## config.mk

```make
export PLATFORM = sky130hd
export DESIGN_NAME = piso_serializer
export DESIGN_NICKNAME = d
export VERILOG_FILES = /design/src/rtl/piso_serializer.sv
export SDC_FILE = /design/constraint.sdc
export NUM_CORES = 1
export LEC_CHECK = 0
export CORE_ASPECT_RATIO = 0.5
export CORE_MARGIN = 3
export CORE_UTILIZATION = 40
export DETAILED_ROUTE_END_ITERATION = 10
export PLACE_DENSITY_LB_ADDON = 0.3
export SYNTH_ARGS = -nofsm -noshare
export SYNTH_HDL_FRONTEND = slang
export SYNTH_SLANG_ARGS = --single-unit
export TNS_END_PERCENT = 5
```

## constraint.sdc

```tcl
create_clock -name clk -period 2.3 [get_ports clk]
set_input_delay 0.345 -clock clk [delete_from_list [all_inputs] [get_ports clk]]
set_output_delay 0.345 -clock clk [all_outputs]
set_load 0.01 [all_outputs]
```

## src/rtl/piso_serializer.sv

```systemverilog
// Parallel-in serial-out converter with a one-word holding register so that
// consecutive words stream out with no idle cycle between them.
module piso_serializer #(
  parameter int unsigned WIDTH     = 8,
  parameter bit          MSB_FIRST = 1'b1
) (
  input  logic             clk,
  input  logic             rst_n,
  input  logic [WIDTH-1:0] din,
  input  logic             din_valid,
  output logic             din_ready,
  output logic             sout,
  output logic             sout_valid,
  output logic             sout_first,
  output logic             sout_last,
  output logic             busy
);

  localparam int unsigned     CntW    = $clog2(WIDTH);
  localparam logic [CntW-1:0] LastCnt = CntW'(WIDTH - 1);

  typedef enum logic {StIdle, StShift} state_e;

  state_e           state_q, state_d;
  logic [WIDTH-1:0] shift_q, shift_d;
  logic [WIDTH-1:0] hold_q, hold_d;
  logic             hold_full_q, hold_full_d;
  logic [CntW-1:0]  cnt_q, cnt_d;
  logic             accept;
  logic             head_d;
  logic             shifting_d;

  assign accept = din_valid & din_ready;

  always_comb begin
    state_d     = state_q;
    shift_d     = shift_q;
    hold_d      = hold_q;
    hold_full_d = hold_full_q;
    cnt_d       = cnt_q;
    unique case (state_q)
      StIdle: begin
        if (accept) begin
          shift_d = din;
          cnt_d   = '0;
          state_d = StShift;
        end
      end
      StShift: begin
        if (cnt_q == LastCnt) begin
          // Last-bit edge: the held word wins; otherwise a word arriving now bypasses the hold.
          cnt_d = '0;
          if (hold_full_q) begin
            shift_d     = hold_q;
            hold_full_d = 1'b0;
          end else if (accept) begin
            shift_d = din;
          end else begin
            shift_d = '0;
            state_d = StIdle;
          end
        end else begin
          cnt_d   = cnt_q + CntW'(1);
          shift_d = MSB_FIRST ? {shift_q[WIDTH-2:0], 1'b0} : {1'b0, shift_q[WIDTH-1:1]};
          if (accept) begin
            hold_d      = din;
            hold_full_d = 1'b1;
          end
        end
      end
      default: state_d = StIdle;
    endcase
  end

  assign shifting_d = (state_d == StShift);
  assign head_d     = MSB_FIRST ? shift_d[WIDTH-1] : shift_d[0];

  // Outputs are registered from next-state values so they line up with the bit being shown.
  always_ff @(posedge clk or negedge rst_n) begin
    if (!rst_n) begin
      state_q     <= StIdle;
      shift_q     <= '0;
      hold_q      <= '0;
      hold_full_q <= 1'b0;
      cnt_q       <= '0;
      din_ready   <= 1'b0;
      sout        <= 1'b0;
      sout_valid  <= 1'b0;
      sout_first  <= 1'b0;
      sout_last   <= 1'b0;
    end else begin
      state_q     <= state_d;
      shift_q     <= shift_d;
      hold_q      <= hold_d;
      hold_full_q <= hold_full_d;
      cnt_q       <= cnt_d;
      din_ready   <= ~hold_full_d;
      sout        <= shifting_d & head_d;
      sout_valid  <= shifting_d;
      sout_first  <= shifting_d && (cnt_d == '0);
      sout_last   <= shifting_d && (cnt_d == LastCnt);
    end
  end

  assign busy = (state_q == StShift) | hold_full_q;

endmodule

```

== After elaboration in Yosys (flattened, before gate mapping) ==
Index checks and enable logic that the tools add are counted.
Word-level totals
  output and inout bits: 6
  register bits after elaboration: 25
  word-level logic and storage cells: 39
Operators by class
  add/subtract/negate cells: 1
  muxes and demuxes: 15
  bitwise logic cells: 6
  equal/unequal tests: 3
  reductions and logical operators: 4
Operator list (count)
  two-way mux 8 bit: 4
  one-hot mux 8 bit (2 select lines): 1
  equality test 3 bit (second input constant): 2
  two-way mux 1 bit: 6
  two-way mux 3 bit: 2
  one-hot mux 3 bit (2 select lines): 1
  adder 3 x 1 -> 3 bit (second input constant): 1
  zero test 3 bit: 1
  NOT 1 bit: 3
  AND reduction 3 bit: 1
  AND 1 bit: 2
  logical AND 1 bit: 2
  inequality test 2 bit (second input constant): 1
  one-hot mux 1 bit (2 select lines): 1
  OR 1 bit: 1

== Longest topological paths before layout ==
Gate-level depths: netlist (run 1).
  depth in word-level cells: 6
  mapped depth: 6
  depth with buffers taken out: 6

== Worst setup path before layout (run 1) ==
OpenSTA, ideal clock, no wires.
  kind: reg2reg
  from: register cnt_q[0]
  to: register shift_q[6]
  library setup time: 0.118 ns
  setup slack: 0.781 ns
  data arrival time: 1.401 ns
  clock period less this slack: 1.519 ns
  stages on the path, launching flop included: 7
  required time: 2.182 ns
  cell sequence: dfrtp_1 -> ha_1 -> ha_1 -> buf_2 -> a31oi_1 -> a21oi_1 -> a21o_1
Between the ends
  longest elaborated chain between the ends: 3
RTL lines
  start, declared: line 28  | logic [CntW-1:0] cnt_q, cnt_d;
  start signal, assigned: line 96  | cnt_q <= cnt_d;
  equality test 3 bit: line 50  | if (cnt_q == LastCnt) begin
  two-way mux 8 bit: line 50
  one-hot mux 8 bit (2 select lines): line 41  | unique case (state_q)
  end signal, assigned: line 93  | shift_q <= shift_d;
  end, declared: line 25  | logic [WIDTH-1:0] shift_q, shift_d;
Every way passes these cells.
A chain may end at the register's enable or synchronous reset.

== Final worst setup path (run 1) ==
  from: register hold_full_q
  to: output port busy
Between the ends
  longest elaborated chain between the ends: 1
RTL lines
  start, declared: line 27  | logic hold_full_q, hold_full_d;
  start signal, assigned: line 95  | hold_full_q <= hold_full_d;
  OR 1 bit: line 105  | assign busy = (state_q == StShift) | hold_full_q;
  end, declared: line 16  | output logic busy
Every way passes these cells.

==> impl_metrics.json, run 1 <==
{
  "status": "complete, no violations",
  "overflow": 0,
  "synth_top_area_share_pct": 51.1,
  "setup_viol": 0,
  "grt_pass1_wl_um": 3860,
  "powerDensity_nw_per_um2": 1260,
  "area_delta_synth_final_pct": 18.3,
  "period_needed_ns": 1.97,
  "netlist_area_um2": 1220,
  "synth.largest_area_cell": "dfrtp_1",
  "cts_root_buffer": "clkbuf_8",
  "max_freq_ghz": 0.508,
  "cts_sinks": 25,
  "worstMarginPinSlew_ns": 0.576,
  "cts_hold_buf": 0,
  "multi_input_area_um2": 547,
  "antenna_found_initial": 0,
  "ios": 17,
  "postRouteWirelength_um": 2280,
  "critPathKind": "flip-flop to primary output",
  "synth.distinct_cells": 36,
  "start_kind": "flip-flop",
  "max_slew_margin_pct": 61.6,
  "yosysSeqAreaShare_pct": 51.1,
  "cts-buffers-inserted": 3,
  "core_um2": 2750,
  "synth.yosys.warnings": 0,
  "cts_max_level": 1,
  "worst_clock_skew_ns": 0.00429,
  "cts_tree": "done",
  "critPathRequiredTime_ns": 1.96,
  "path_clk_slew_ns": 0.09,
  "rsz0062_at_grt": "no",
  "io_buffer_count": 16,
  "grt_max_degree": 29,
  "ys_ff_latch": 25,
  "wire_per_inst_um": 13.9,
  "layout-drive-gt1-share_pct": 10.2,
  "drtAntennaViolNets": 0,
  "setup_tns_ns": 0,
  "nets": 142,
  "drv_slew": 0,
  "reg2reg_slack_ns": 0.44,
  "synth_nets": 125,
  "synth_edf_count": 0,
  "viasPerCell": 5.18,
  "dr.pass1.iters": 4,
  "synth_area_leaders": "dfrtp_1 51%, mux2_1 7.4%, a21oi_1 5.3%, a21o_1 3.7%, nand2_1 3.4%",
  "crit_path_end_kind": "primary output",
  "cp_slowest_cell": "dfrtp_1",
  "track_usage_pct": 13.5,
  "worstPathArrival_ns": 1.62,
  "timing.rr.end": "shift_q[3]$_DFFE_PN0P_",
  "die_w_um": 84.2,
  "drt-initial-drc-count": 22,
  "finalWeightedCongestion": 0.745,
  "clk_latency_ns": 0.27,
  "antenna_cells": 0,
  "syn_avg_cell_area_um2": 11.0,
  "crit_fanout": 12,
  "path_cells": "or2_2, clkdlybuf4s50_1",
  "vias": 849,
  "cts_resized": 0,
  "cp_num_buf_inv": 1,
  "drc": 0,
  "rows": 13,
  "path_delay_family": "flip-flops",
  "max_stage_delay_ns": 0.53,
  "fin_ws_ns": 0.331,
  "dp_slack_ns": 0.490,
  "async_reset_ff_share_pct": 100,
  "ir_drop_mv": 0.394,
  "initial_utilization_pct": 44.5,
  "cts_setup_buffers": 0,
  "leakagePower_nw": 0.677,
  "min_path_type": "primary input to asynchronous set/reset pin",
  "reg2reg_depth": 5,
  "hold_ws_ns": 0.425,
  "ff_latch_area_um2": 626,
  "syn_inst": 111,
  "ctsLongestPathBuffers": 2,
  "yosysMostFrequentCell": "dfrtp_1",
  "die_h_um": 45.1,
  "dieArea_um2": 3800,
  "fillers": 253,
  "yosys-top-cells-count": "25 x dfrtp_1, 13 x a21oi_1, 11 x nand2_1",
  "power.total_w": 0.00182,
  "hold_viol_final": 0,
  "ys.flop_type": "dfrtp_1",
  "hpwl_um": 1540,
  "post-route-period-util_pct": 85.6,
  "r2r_start": "cnt_q[0]$_DFF_PN0_",
  "grt_pass1_vias": 830,
  "cap_violations": 0
}
-- per-stage QoR --
stage	cell area (um^2)	instances	util, %
after floorplan	1220	111	-
after global placement	1400	160	51.0
after detailed placement	1400	160	51.0
after CTS	1450	164	52.7
after global routing	1450	164	52.7
final	1450	164	52.7
-- area by class of cell --
| type | count | area share, % |
|---|---|---|
| multi-input cells | 78 | 37.8 |
| clock inverters | 1 | 0.346 |
| inverters | 2 | 0.519 |
| clock buffers | 3 | 2.85 |
| repair buffers | 18 | 12.1 |
| flip-flops and latches | 25 | 43.2 |
| well taps | 37 | 3.20 |
-- power by group --
part	total (W)	internal (W)	switching [W]
registers	0.000779	0.000647	0.000132
clock network	0.000261	0.000121	0.000139
logic	0.000777	0.000406	0.000372
total	0.00182	0.00117	0.000643
-- routing by layer --
layer | global-route usage, % | up-vias | wire, um
met3 | 4.74 | 3 | 105
li1 | - | 425 | -
met1 | 17.5 | 399 | 1180
met5 | 0 | - | 0
met2 | 20.7 | 22 | 970
met4 | 6.41 | 0 | 17
-- cell usage in the layout (no fill, tap or decap), types with 2 or more instances in the layout --
cell type / instances
dfrtp_1: 25
clkdlybuf4s50_1: 16
a21oi_1: 13
nand2_1: 11
mux2_1: 8
nor2b_1: 6
a21o_1: 6
a31oi_1: 6
ha_1: 3
clkbuf_8: 3
o21ai_1: 2
nor2_1: 2
o22ai_1: 2
buf_4: 2
-- worst max-delay path by stage --
stage | from | endpoint | cells past startpoint
final | hold_full_q$_DFF_PN0_ | busy | 2
after global routing | hold_full_q$_DFF_PN0_ | busy | 2
after CTS | hold_full_q$_DFF_PN0_ | busy | 2
after detailed placement | cnt_q[0]$_DFF_PN0_ | sout_first$_DFF_PN0_ | 5
after global placement | cnt_q[0]$_DFF_PN0_ | sout_first$_DFF_PN0_ | 5
after floorplan | cnt_q[0]$_DFF_PN0_ | shift_q[6]$_DFFE_PN0P_ | 6
-- logic make-up after synthesis --
group / synth area share, %
fa+ha+maj: 3.07
buf+inv: 4.19
compound gates: 17.6
simple gates: 14.6
mux: 9.41
flops: 51.1
-- registers in the layout, summed over array words and instances (netlist names) --
signal,count
cnt_q,3
din_ready,1
hold_full_q,1
hold_q,8
shift_q,8
sout,1
sout_first,1
sout_last,1
state_q,1
Power figures use the tool's default switching activity.
==> inputs of run 2 (changes only) <==
--- a/config.mk
+++ b/config.mk
@@ -9,8 +9,7 @@
 export CORE_MARGIN = 3
 export CORE_UTILIZATION = 40
 export DETAILED_ROUTE_END_ITERATION = 10
-export PLACE_DENSITY_LB_ADDON = 0.3
+export PLACE_DENSITY_LB_ADDON = 0.12
 export SYNTH_ARGS = -nofsm -noshare
 export SYNTH_HDL_FRONTEND = slang
 export SYNTH_SLANG_ARGS = --single-unit
-export TNS_END_PERCENT = 5
==> run 2 against run 1 <==
Non-clock buffer count unchanged. Sequential share of layout area about the same. Die area unchanged. Sequential cell count unchanged. Core utilization about the same. Combinational power increased by 0.6%. Register-to-register slack got worse by 0.03 ns. Clock skew decreased by 0.0012 ns. Clock power decreased by 3%. First-iteration DRC count increased to 3.1 times the previous value. Highest routed layer unchanged. Sequential power about the same.
==> impl_metrics.json, run 2 (synthesis gave the netlist of run 1 again) <==
{
  "status": "complete, no violations",
  "grt_max_degree": 29,
  "dieArea_um2": 3800,
  "reg2reg_slack_ns": 0.41,
  "rows": 13,
  "layout-drive-gt1-share_pct": 9.45,
  "core_um2": 2750,
  "top_layer_used": "met4",
  "hpwl_um": 1660,
  "final_cells": 164,
  "reg2reg_depth": 5,
  "die_h_um": 45.1,
  "worst_clock_skew_ns": 0.00308,
  "grt_pass1_wl_um": 4170,
  "finalWeightedCongestion": 0.768,
  "powerDensity_nw_per_um2": 1250,
  "max_slew_margin_pct": 62.6,
  "placed_area_um2": 1400,
  "wire_per_inst_um": 14.7,
  "ctsLongestPathBuffers": 2,
  "dr.pass1.iters": 4,
  "r2r_start": "cnt_q[0]$_DFF_PN0_",
  "grt_pass1_vias": 851,
  "drt-initial-drc-count": 69,
  "postRouteWirelength_um": 2410,
  "fin_util_pct": 52.6,
  "track_usage_pct": 14.4,
  "layout_common_cells": "25 x dfrtp_1, 16 x clkdlybuf4s50_1, 13 x a21oi_1",
  "cts_setup_buffers": 0,
  "met1_length_um": 1210,
  "dr_wl_met2_um": 1080,
  "worstPathArrival_ns": 1.63,
  "worstMarginPinSlew_ns": 0.561,
  "vias": 863,
  "hold_viol_final": 0,
  "crit_fanout": 12,
  "antenna_found_initial": 0,
  "critPathRequiredTime_ns": 1.96,
  "drc": 0,
  "cts_root_buffer": "clkbuf_8",
  "cts-buffers-inserted": 3,
  "ir_drop_mv": 0.531,
  "timing.rr.end": "sout_first$_DFF_PN0_",
  "clk_latency_ns": 0.26,
  "viasPerCell": 5.26,
  "setup_tns_ns": 0,
  "start_kind": "flip-flop",
  "min_path_type": "primary input to asynchronous set/reset pin",
  "cts_max_level": 1,
  "cts_resized": 0,
  "wl_met3_um": 110,
  "overflow": 0,
  "max_freq_ghz": 0.507,
  "rsz0062_at_grt": "no",
  "mostFrequentLayoutCell": "dfrtp_1",
  "setup_viol": 0,
  "dp_cells": 160,
  "cap_violations": 0,
  "design_area_um2": 1450,
  "antenna_cells": 0,
  "area_delta_synth_final_pct": 18.2,
  "initial_utilization_pct": 44.5,
  "leakagePower_nw": 0.674,
  "cts_hold_buf": 0,
  "post-route-period-util_pct": 85.8,
  "drv_slew": 0,
  "critPathKind": "flip-flop to primary output",
  "crit_path_end_kind": "primary output",
  "cts_sinks": 25,
  "path_clk_slew_ns": 0.08,
  "drtAntennaViolNets": 0,
  "nets": 142,
  "period_needed_ns": 1.97,
  "cts_tree": "done",
  "biggestRegsByFlops": "hold_q: 8 flops, shift_q: 8 flops, cnt_q: 3 flops",
  "ios": 17,
  "io_buffer_count": 16,
  "die_w_um": 84.2,
  "hold_ws_ns": 0.438
}
## run 2: changes by cell type in the layout (fill, tap and decap cells not counted), sizes merged
cell    previous run  this run
clkbuf             3         4
clkinv             1         0
## run 2: layer usage
| layer | GRT usage, % | vias up |
|---|---|---|
| met5 | 0 | - |
| met4 | 2.88 | 0 |
| met3 | 5.10 | 2 |
| met2 | 22.9 | 15 |
| met1 | 19.4 | 423 |
| li1 | - | 423 |
## run 2: metrics by stage
stage | power (W) | setup slack, ns
after global routing | 0.00197 | 0.263
after CTS | 0.00184 | 0.308
after global placement | 0.00155 | 0.523
after detailed placement | 0.00157 | 0.443
final | 0.00181 | 0.328
after floorplan | 0.00136 | 0.781
## run 2: worst max-delay path by stage
stage                                      from                endpoint  slack [ns]  cells after the start
after floorplan              cnt_q[0]$_DFF_PN0_  shift_q[6]$_DFFE_PN0P_        0.78                      6
after global placement       cnt_q[1]$_DFF_PN0_    sout_first$_DFF_PN0_        0.52                      5
after detailed placement     cnt_q[0]$_DFF_PN0_    sout_first$_DFF_PN0_        0.44                      5
after CTS                 hold_full_q$_DFF_PN0_                    busy        0.31                      2
after global routing         cnt_q[0]$_DFF_PN0_    sout_first$_DFF_PN0_        0.26                      5
final                     hold_full_q$_DFF_PN0_                    busy        0.33                      2
## run 2: cell type report
class	instances	area [um^2]
repair buffers	18	175
inverters	2	7.51
flip-flops and latches	25	626
clock buffers	4	45.0
multi-input cells	78	547
fillers	257	1300
well taps	37	46.3
## run 2: worst max-delay path, stage by stage (launching register included)
cell	delay [ns]
dfrtp_1	0.52
or2_2	0.36
clkdlybuf4s50_1	0.48
## run 2: where the power goes
| group | internal, W | total, W | switching (W) |
|---|---|---|---|
| sequential | 0.000647 | 0.000779 | 0.000132 |
| combinational | 0.000407 | 0.000782 | 0.000375 |
| clock | 0.000124 | 0.000253 | 0.000129 |
| total | 0.00118 | 0.00181 | 0.000636 |
